$ cat config.mk
export PLATFORM = sky130hd
export DESIGN_NAME = cfg_bank_writer
export DESIGN_NICKNAME = d
export VERILOG_FILES = /design/src/rtl/cfg_bank_writer.sv
export SDC_FILE = /design/constraint.sdc
export NUM_CORES = 1
export LEC_CHECK = 0
export CAP_MARGIN = 10
export CORE_MARGIN = 1
export CORE_UTILIZATION = 35
export CTS_BUF_LIST = sky130_fd_sc_hd__clkbuf_16
export CTS_CLUSTER_DIAMETER = 120
export DETAILED_ROUTE_END_ITERATION = 10
export DONT_BUFFER_PORTS = 1
export GPL_TIMING_DRIVEN = 0
export HOLD_SLACK_MARGIN = 0.15
export SLEW_MARGIN = 20
export SYNTH_ARGS = -nofsm -noshare
export SYNTH_HDL_FRONTEND = slang
export SYNTH_SLANG_ARGS = --single-unit
$ cat constraint.sdc
create_clock -name clk -period 2.25 [get_ports clk]
set_clock_uncertainty 0.15 [all_clocks]
set_input_delay 0 -clock clk [delete_from_list [all_inputs] [get_ports clk]]
set_output_delay 0 -clock clk [all_outputs]
set_load 0.02 [all_outputs]
$ cat src/rtl/cfg_bank_writer.sv
// Configuration bank writer: assembles BL_WIDTH-bit rows from a word stream and pulses one wordline per row.
// Optional per-row parity word and row skip on mismatch: define CFG_PARITY_EN.
//
// state   | meaning
// --------+-----------------------------------------------------------
// S_IDLE  | waiting for start, bl_out holds last row
// S_LOAD  | accepting row words into bl_out
// S_CHECK | accepting the row parity word (CFG_PARITY_EN only)
// S_SETUP | bl_out settled, wordlines low
// S_PULSE | wordline of the current row high for WL_PULSE cycles
// S_HOLD  | wordlines low, bl_out held, then next row or finish
// S_DONE  | one-cycle done pulse
module cfg_bank_writer #(
   parameter int BL_WIDTH   = 315,
   parameter int WL_WIDTH   = 4,
   parameter int DATA_WIDTH = 8,
   parameter int WL_PULSE   = 2
) (
   input  logic                  clk,
   input  logic                  reset,
   input  logic                  start,
   input  logic [DATA_WIDTH-1:0] data_in,
   input  logic                  data_valid,
   output logic                  data_ready,
   output logic [BL_WIDTH-1:0]   bl_out,
   output logic [WL_WIDTH-1:0]   wl_out,
   output logic                  busy,
   output logic                  done,
   output logic                  error
);

   localparam int WORDS = (BL_WIDTH + DATA_WIDTH - 1) / DATA_WIDTH;
   localparam int WCW   = (WORDS > 1) ? $clog2(WORDS) : 1;
   localparam int RW    = (WL_WIDTH > 1) ? $clog2(WL_WIDTH) : 1;
   localparam int PW    = (WL_PULSE > 1) ? $clog2(WL_PULSE) : 1;
   localparam int BBW   = $clog2(WORDS * DATA_WIDTH + 1);

   typedef enum logic [2:0] {
      S_IDLE,
      S_LOAD,
`ifdef CFG_PARITY_EN
      S_CHECK,
`endif
      S_SETUP,
      S_PULSE,
      S_HOLD,
      S_DONE
   } state_t;

   state_t              state, state_nxt;
   logic [WCW-1:0]      word_cnt;
   logic [RW-1:0]       row;
   logic [PW-1:0]       pulse_cnt;
   logic [WL_WIDTH-1:0] wl_nxt;
   logic                row_bad;
   logic                accept;
   logic                last_word;
   logic                last_row;
   logic [BBW-1:0]      bit_base;
   logic [BL_WIDTH-1:0] wr_mask;
   logic [BL_WIDTH-1:0] wr_data;

`ifdef CFG_PARITY_EN
   assign data_ready = (state == S_LOAD) || (state == S_CHECK);
`else
   assign data_ready = (state == S_LOAD);
`endif
   assign busy      = (state != S_IDLE) && (state != S_DONE);
   assign done      = (state == S_DONE);
   assign accept    = data_valid && data_ready;
   assign last_word = (word_cnt == WCW'(WORDS - 1));
   assign last_row  = (row == RW'(WL_WIDTH - 1));

   // Word lanes beyond BL_WIDTH fall off the top of the shift and are dropped.
   assign bit_base = BBW'(word_cnt) * BBW'(DATA_WIDTH);
   assign wr_mask  = BL_WIDTH'({DATA_WIDTH{1'b1}}) << bit_base;
   assign wr_data  = BL_WIDTH'(data_in) << bit_base;

   always_comb begin
      state_nxt = state;
      wl_nxt    = '0;
      case (state)
         S_IDLE:  if (start) state_nxt = S_LOAD;
         S_LOAD: begin
            if (accept && last_word) begin
`ifdef CFG_PARITY_EN
               state_nxt = S_CHECK;
`else
               state_nxt = S_SETUP;
`endif
            end
         end
`ifdef CFG_PARITY_EN
         S_CHECK: if (accept) state_nxt = S_SETUP;
`endif
         S_SETUP: state_nxt = S_PULSE;
         S_PULSE: if (pulse_cnt == '0) state_nxt = S_HOLD;
         S_HOLD:  state_nxt = last_row ? S_DONE : S_LOAD;
         S_DONE:  state_nxt = S_IDLE;
         default: state_nxt = S_IDLE;
      endcase
      // Wordline is registered, so it is decoded from the state being entered.
      if ((state_nxt == S_PULSE) && !row_bad)
         wl_nxt = WL_WIDTH'(1) << row;
   end

   always_ff @(posedge clk or negedge reset) begin
      if (!reset) begin
         state     <= S_IDLE;
         word_cnt  <= '0;
         row       <= '0;
         pulse_cnt <= '0;
         bl_out    <= '0;
         wl_out    <= '0;
      end else begin
         state  <= state_nxt;
         wl_out <= wl_nxt;
         case (state)
            S_IDLE: begin
               if (start) begin
                  row      <= '0;
                  word_cnt <= '0;
               end
            end
            S_LOAD: begin
               if (accept) begin
                  bl_out   <= (bl_out & ~wr_mask) | (wr_data & wr_mask);
                  word_cnt <= word_cnt + WCW'(1);
               end
            end
            S_SETUP: pulse_cnt <= PW'(WL_PULSE - 1);
            S_PULSE: if (pulse_cnt != '0) pulse_cnt <= pulse_cnt - PW'(1);
            S_HOLD: begin
               if (!last_row) begin
                  row      <= row + RW'(1);
                  word_cnt <= '0;
               end
            end
            default: ;
         endcase
      end
   end

`ifdef CFG_PARITY_EN
   // error is sticky across rows; row_bad only suppresses the current row's pulse.
   always_ff @(posedge clk or negedge reset) begin
      if (!reset) begin
         error   <= 1'b0;
         row_bad <= 1'b0;
      end else begin
         case (state)
            S_IDLE: begin
               if (start) begin
                  error   <= 1'b0;
                  row_bad <= 1'b0;
               end
            end
            S_CHECK: begin
               if (accept && (data_in[0] != ^bl_out)) begin
                  error   <= 1'b1;
                  row_bad <= 1'b1;
               end
            end
            S_HOLD:  row_bad <= 1'b0;
            default: ;
         endcase
      end
   end
`else
   assign error   = 1'b0;
   assign row_bad = 1'b0;
`endif

endmodule

# --- After elaboration in Yosys (flattened, before gate mapping) ---
# Cells that the tools add are included.
classes:
  add_sub_neg: 3
  eq_ne: 12
  shifts: 3
  mux: 15
  bitwise: 4
  n_reduce_logical: 11
ops:
  columns: ["cell", "count"]
  rows:
  - ["315-bit AND", 2]
  - ["315-bit NOT", 1]
  - ["315-bit OR", 1]
  - ["8-bit by 9-bit << shifter with 315-bit output", 1]
  - ["8-bit by 9-bit << shifter with 315-bit output, first input constant", 1]
  - ["6-bit 2-to-1 mux", 3]
  - ["6-bit one-hot mux with 3 select lines", 1]
  - ["3-bit one-hot mux with 5 select lines", 1]
  - ["3-bit 2-to-1 mux", 4]
  - ["3-bit by 2-bit equality test with 1-bit output, second input constant", 3]
  - ["6-bit by 1-bit adder with 6-bit output, second input constant", 1]
  - ["3-bit equality test, second input constant", 2]
  - ["6-bit equality test, second input constant", 1]
  - ["3-bit nonzero test", 2]
  - ["2-bit 2-to-1 mux", 2]
  - ["4-bit 2-to-1 mux", 1]
  - ["2-bit inequality test, second input constant", 2]
  - ["2-bit one-hot mux with 2 select lines", 1]
  - ["4-bit AND reduction", 1]
  - ["2-bit nonzero test", 2]
  - ["1-bit by 2-bit << shifter with 4-bit output, first input constant", 1]
  - ["3-bit by 1-bit equality test with 1-bit output, second input constant", 1]
  - ["1-bit logical AND", 3]
  - ["3-bit zero test", 1]
  - ["other kinds (9)", 9]
totals:
  register_bits: 331
  input_bits: 12
  output_inout_bits: 323
  wordCells: 54

# --- Longest topological paths before layout ---
depth:
  ltp_word: 7
  depth_mapped: 9
  mapped_depth_nobuf: 6

# --- Worst setup path after synthesis ---
# No wires, ideal clock.
synth_path:
  kind: "reg-to-reg"
  startpoint: "register word_cnt[0]"
  endpoint: "register with a tool-made name"
  setup_time_ps: 125
  arrival_ps: 1895
  required_ps: 1975
  path_slack_ps: 80
  path_stages_with_launch: 8
  path_buffers: 3
  period_less_slack_ps: 2170
  cell_sequence: "dfrtp_1 > inv_1 > clkbuf_1 > ha_1 > buf_2 > and3_1 > buf_2 > mux2_2"
synth_rtl:
  columns: ["item", "line_no", "source"]
  rows:
  - ["start: declaration", "51", "logic [WCW-1:0] word_cnt;"]
  - ["start signal: assignment", "128", "word_cnt <= word_cnt + WCW'(1);"]

==> results.py <==
metrics = {
    "run_status": {
        "status": "finished, violations left",
        "violations": "hold timing",
    },
    "placement": {
        "dpl.cell_count": 1450,
        "port_buffers": 0,
        "place_area_um2": 14420,
        "routabilityCongestion": 0.7723,
        "hpwl_mm": 25.53,
    },
    "synthesis": {
        "synth_top_area_cell": "dfrtp_1",
        "synth_edf_count": 0,
        "ys_types": 49,
        "synth.most_common_cell": "dfrtp_1",
        "avgSynthCellArea_um2": 14.76,
        "synth_common_cells": "dfrtp_1 (331), mux2_2 (223), nand2_1 (69), and2_1 (50), mux2_4 (48)",
        "ys_ff_latch": 331,
        "synth_top_area_frac": 0.6020,
        "synth_area_um2": 13760,
        "synthesis.nets": 954,
        "synthFlopType": "dfrtp_1",
        "synthCells": 932,
        "seq_area_frac_synth": 0.6020,
        "yosys-top-cells-area": "dfrtp_1 (60%), mux2_2 (18%), mux2_4 (5.2%)",
        "async_flop_share": 1.000,
        "yosysWarnings": 0,
    },
    "die": {
        "initial_core_util": 0.3552,
        "placementRows": 72,
        "dieArea_um2": 40110,
        "coreArea_um2": 38740,
        "io-pin-count": 335,
        "die_w_um": 200.3,
        "chipHeight_um": 200.3,
    },
    "sta": {
        "slew_headroom": 0.3436,
        "tightest_slew_ps": 981.4,
        "period_share": 0.9764,
        "fmax_mhz": 455.2,
        "rsz0062_at_grt": "false",
        "finalHoldViolations": 331,
        "fin_setup_tns_ps": 0,
        "min_period_ps": 2197,
        "slew_viol_final": 0,
        "setup_violations": 0,
        "timing.hold.ws_ps": -1003,
    },
    "setup_path": {
        "path_cells": "inv_2 -> clkbuf_8 -> ha_1 -> buf_8 -> and3_1 -> buf_6 -> mux2_2",
        "critical_path.max_stage_delay_ps": 470,
        "crit_arrival_ps": 2470,
        "crit_fanout": 11,
        "cp.required_ps": 2530,
        "slowest_stage": "dfrtp_2",
        "crit_buf_inv": 4,
        "rr_startpoint": "word_cnt[0]",
        "crit_family": "buffers and inverters",
        "crit_type": "reg -> reg",
        "cp-end-kind": "flop",
        "cp-start-kind": "flop",
        "rr_worst_depth": 7,
        "rrSetupSlack_ps": 50,
    },
    "detailed_routing": {
        "vias_per_cell": 5.062,
        "drc": 0,
        "drtAntennaViolNets": 0,
        "drt-total-wl_mm": 39.17,
        "wl_per_cell_um": 25.40,
        "first_pass_iters": 4,
        "via_count": 7806,
        "drt_iter0_markers": 253,
    },
    "global_routing": {
        "grt-ovfl-total": 0,
        "grt_pass1_vias": 8234,
        "grt_max_degree": 332,
        "grt_pass1_wl_mm": 57.99,
        "antenna_found_initial": 5,
        "grt_use_total": 0.1958,
    },
    "clock_tree": {
        "htree_levels": 2,
        "cts_tree": "built",
        "numCtsBuffers": 38,
        "clkTransAtPathRegs_ps": 60,
        "root_buffer": "clkbuf_16",
        "clk_latency_ps": 540,
        "clock-sinks": 331,
        "cts_buffer_depth": 3,
    },
    "layout": {
        "fin_cells": 1542,
        "drive_above_1_share": 0.4061,
        "final_core_util": 0.4106,
        "nFillCells": 3577,
        "syn2layout_area_growth_pct": 15.60,
        "fin_area_um2": 15910,
        "nets": 1016,
    },
    "pwr": {
        "powerDensity_nw_per_um2": 1003,
        "peakVddDrop_v": 0.0004655,
        "fin_total_pwr_mw": 15.95,
        "total_leakage_power_nw": 7.802,
    },
    "hold_path": {
        "worstHoldPathType": "in -> async",
    },
    "flow_run": {
        "maxCapViolations": 0,
    },
}
==> metrics by stage <==
stage | hold slack [ps] | setup slack [ps]
floorplan | -445.6 | 79.94
global placement | -439.4 | -599.5
detailed placement | -439.2 | -658.8
CTS | -1036 | -2.716
global route | -1034 | 0.3246
finish | -1003 | 53.02
==> worst max path at each step <==
| stage | start | slack [ps] | depth (start not counted) | endpoint |
|---|---|---|---|---|
| final | word_cnt[0] | 50 | 7 | flop |
| after global placement | word_cnt[0] | -600 | 7 | flop |
| after detailed placement | word_cnt[0] | -660 | 7 | flop |
| after CTS | word_cnt[2] | -3 | 5 | flop |
| after floorplan | word_cnt[0] | 80 | 7 | flop |
| after global routing | word_cnt[0] | 0.3 | 7 | flop |
==> routing by layer <==
layer | vias to the layer above | GRT usage | part of all wire
met5 | - | 0 | 0
met4 | 0 | 0.06625 | 0.026
met3 | 62 | 0.06980 | 0.081
met2 | 260 | 0.3182 | 0.48
met1 | 4063 | 0.2410 | 0.41
li1 | 3421 | - | -
==> final cells by class <==
type	instances	area, um^2	area share
Clock buffer	39	975.9	0.06136
Multi-Input combinational cell	556	5281	0.3320
Antenna cell	2	5.005	0.0003147
Tap cell	518	648.1	0.04075
Clock inverter	29	167.7	0.01054
Sequential cell	331	8285	0.5209
Inverter	7	26.28	0.001652
Timing Repair Buffer	23	200.2	0.01259
Buffer	37	315.3	0.01982
==> power by group <==
group	internal (mW)	leakage (nW)	total, mW	switching, mW
clock	3.26	0.602	5.73	2.47
sequential	6.54	4.59	7.75	1.20
combinational	0.990	2.61	2.47	1.48
total	10.8	7.80	15.9	5.15
==> cell usage in the layout (no fill, tap or decap), types with 11 or more instances in the layout <==
master / n
clkbuf_16: 39
mux2_4: 48
mux2_2: 223
o21ai_0: 34
dfrtp_1: 329
nand3_4: 15
and3_1: 24
buf_4: 15
nand2_1: 69
inv_1: 15
and2_1: 50
dlygate4sd3_1: 11
==> worst register-to-register path, delay by kind of cell, from the launching register on <==
family	cells	cell delay (ps)
buffers and inverters	4	670
flip-flops	1	470
multiplexers	1	350
AND/OR/NAND/NOR	1	230
adder cells (fa/ha/maj)	1	210
==> cell families (layout without fill, tap and decap cells) <==
| kind of cell | count (synthesis) | after routing | synth area share |
|---|---|---|---|
| compound gates | 50 | 50 | 0.02110 |
| fa+ha+maj | 10 | 10 | 0.009093 |
| xor+xnor | 1 | 1 | 0.0006367 |
| buf+inv | 45 | 135 | 0.02046 |
| mux | 283 | 283 | 0.2445 |
| other cells | 1 | 3 | 0.0002725 |
| simple gates | 211 | 211 | 0.1019 |
| flops | 331 | 331 | 0.6020 |
==> repair_timing <==
item	CTS	global route
pin swaps	1	1
hold buffers	10	1
buffers inserted	5	7
resized for setup	24	23
hold endpoints to repair	656	365
endpoints found under the setup margin	267	182
gates cloned	0	0
No activity file was read; power rests on OpenSTA's default activity.
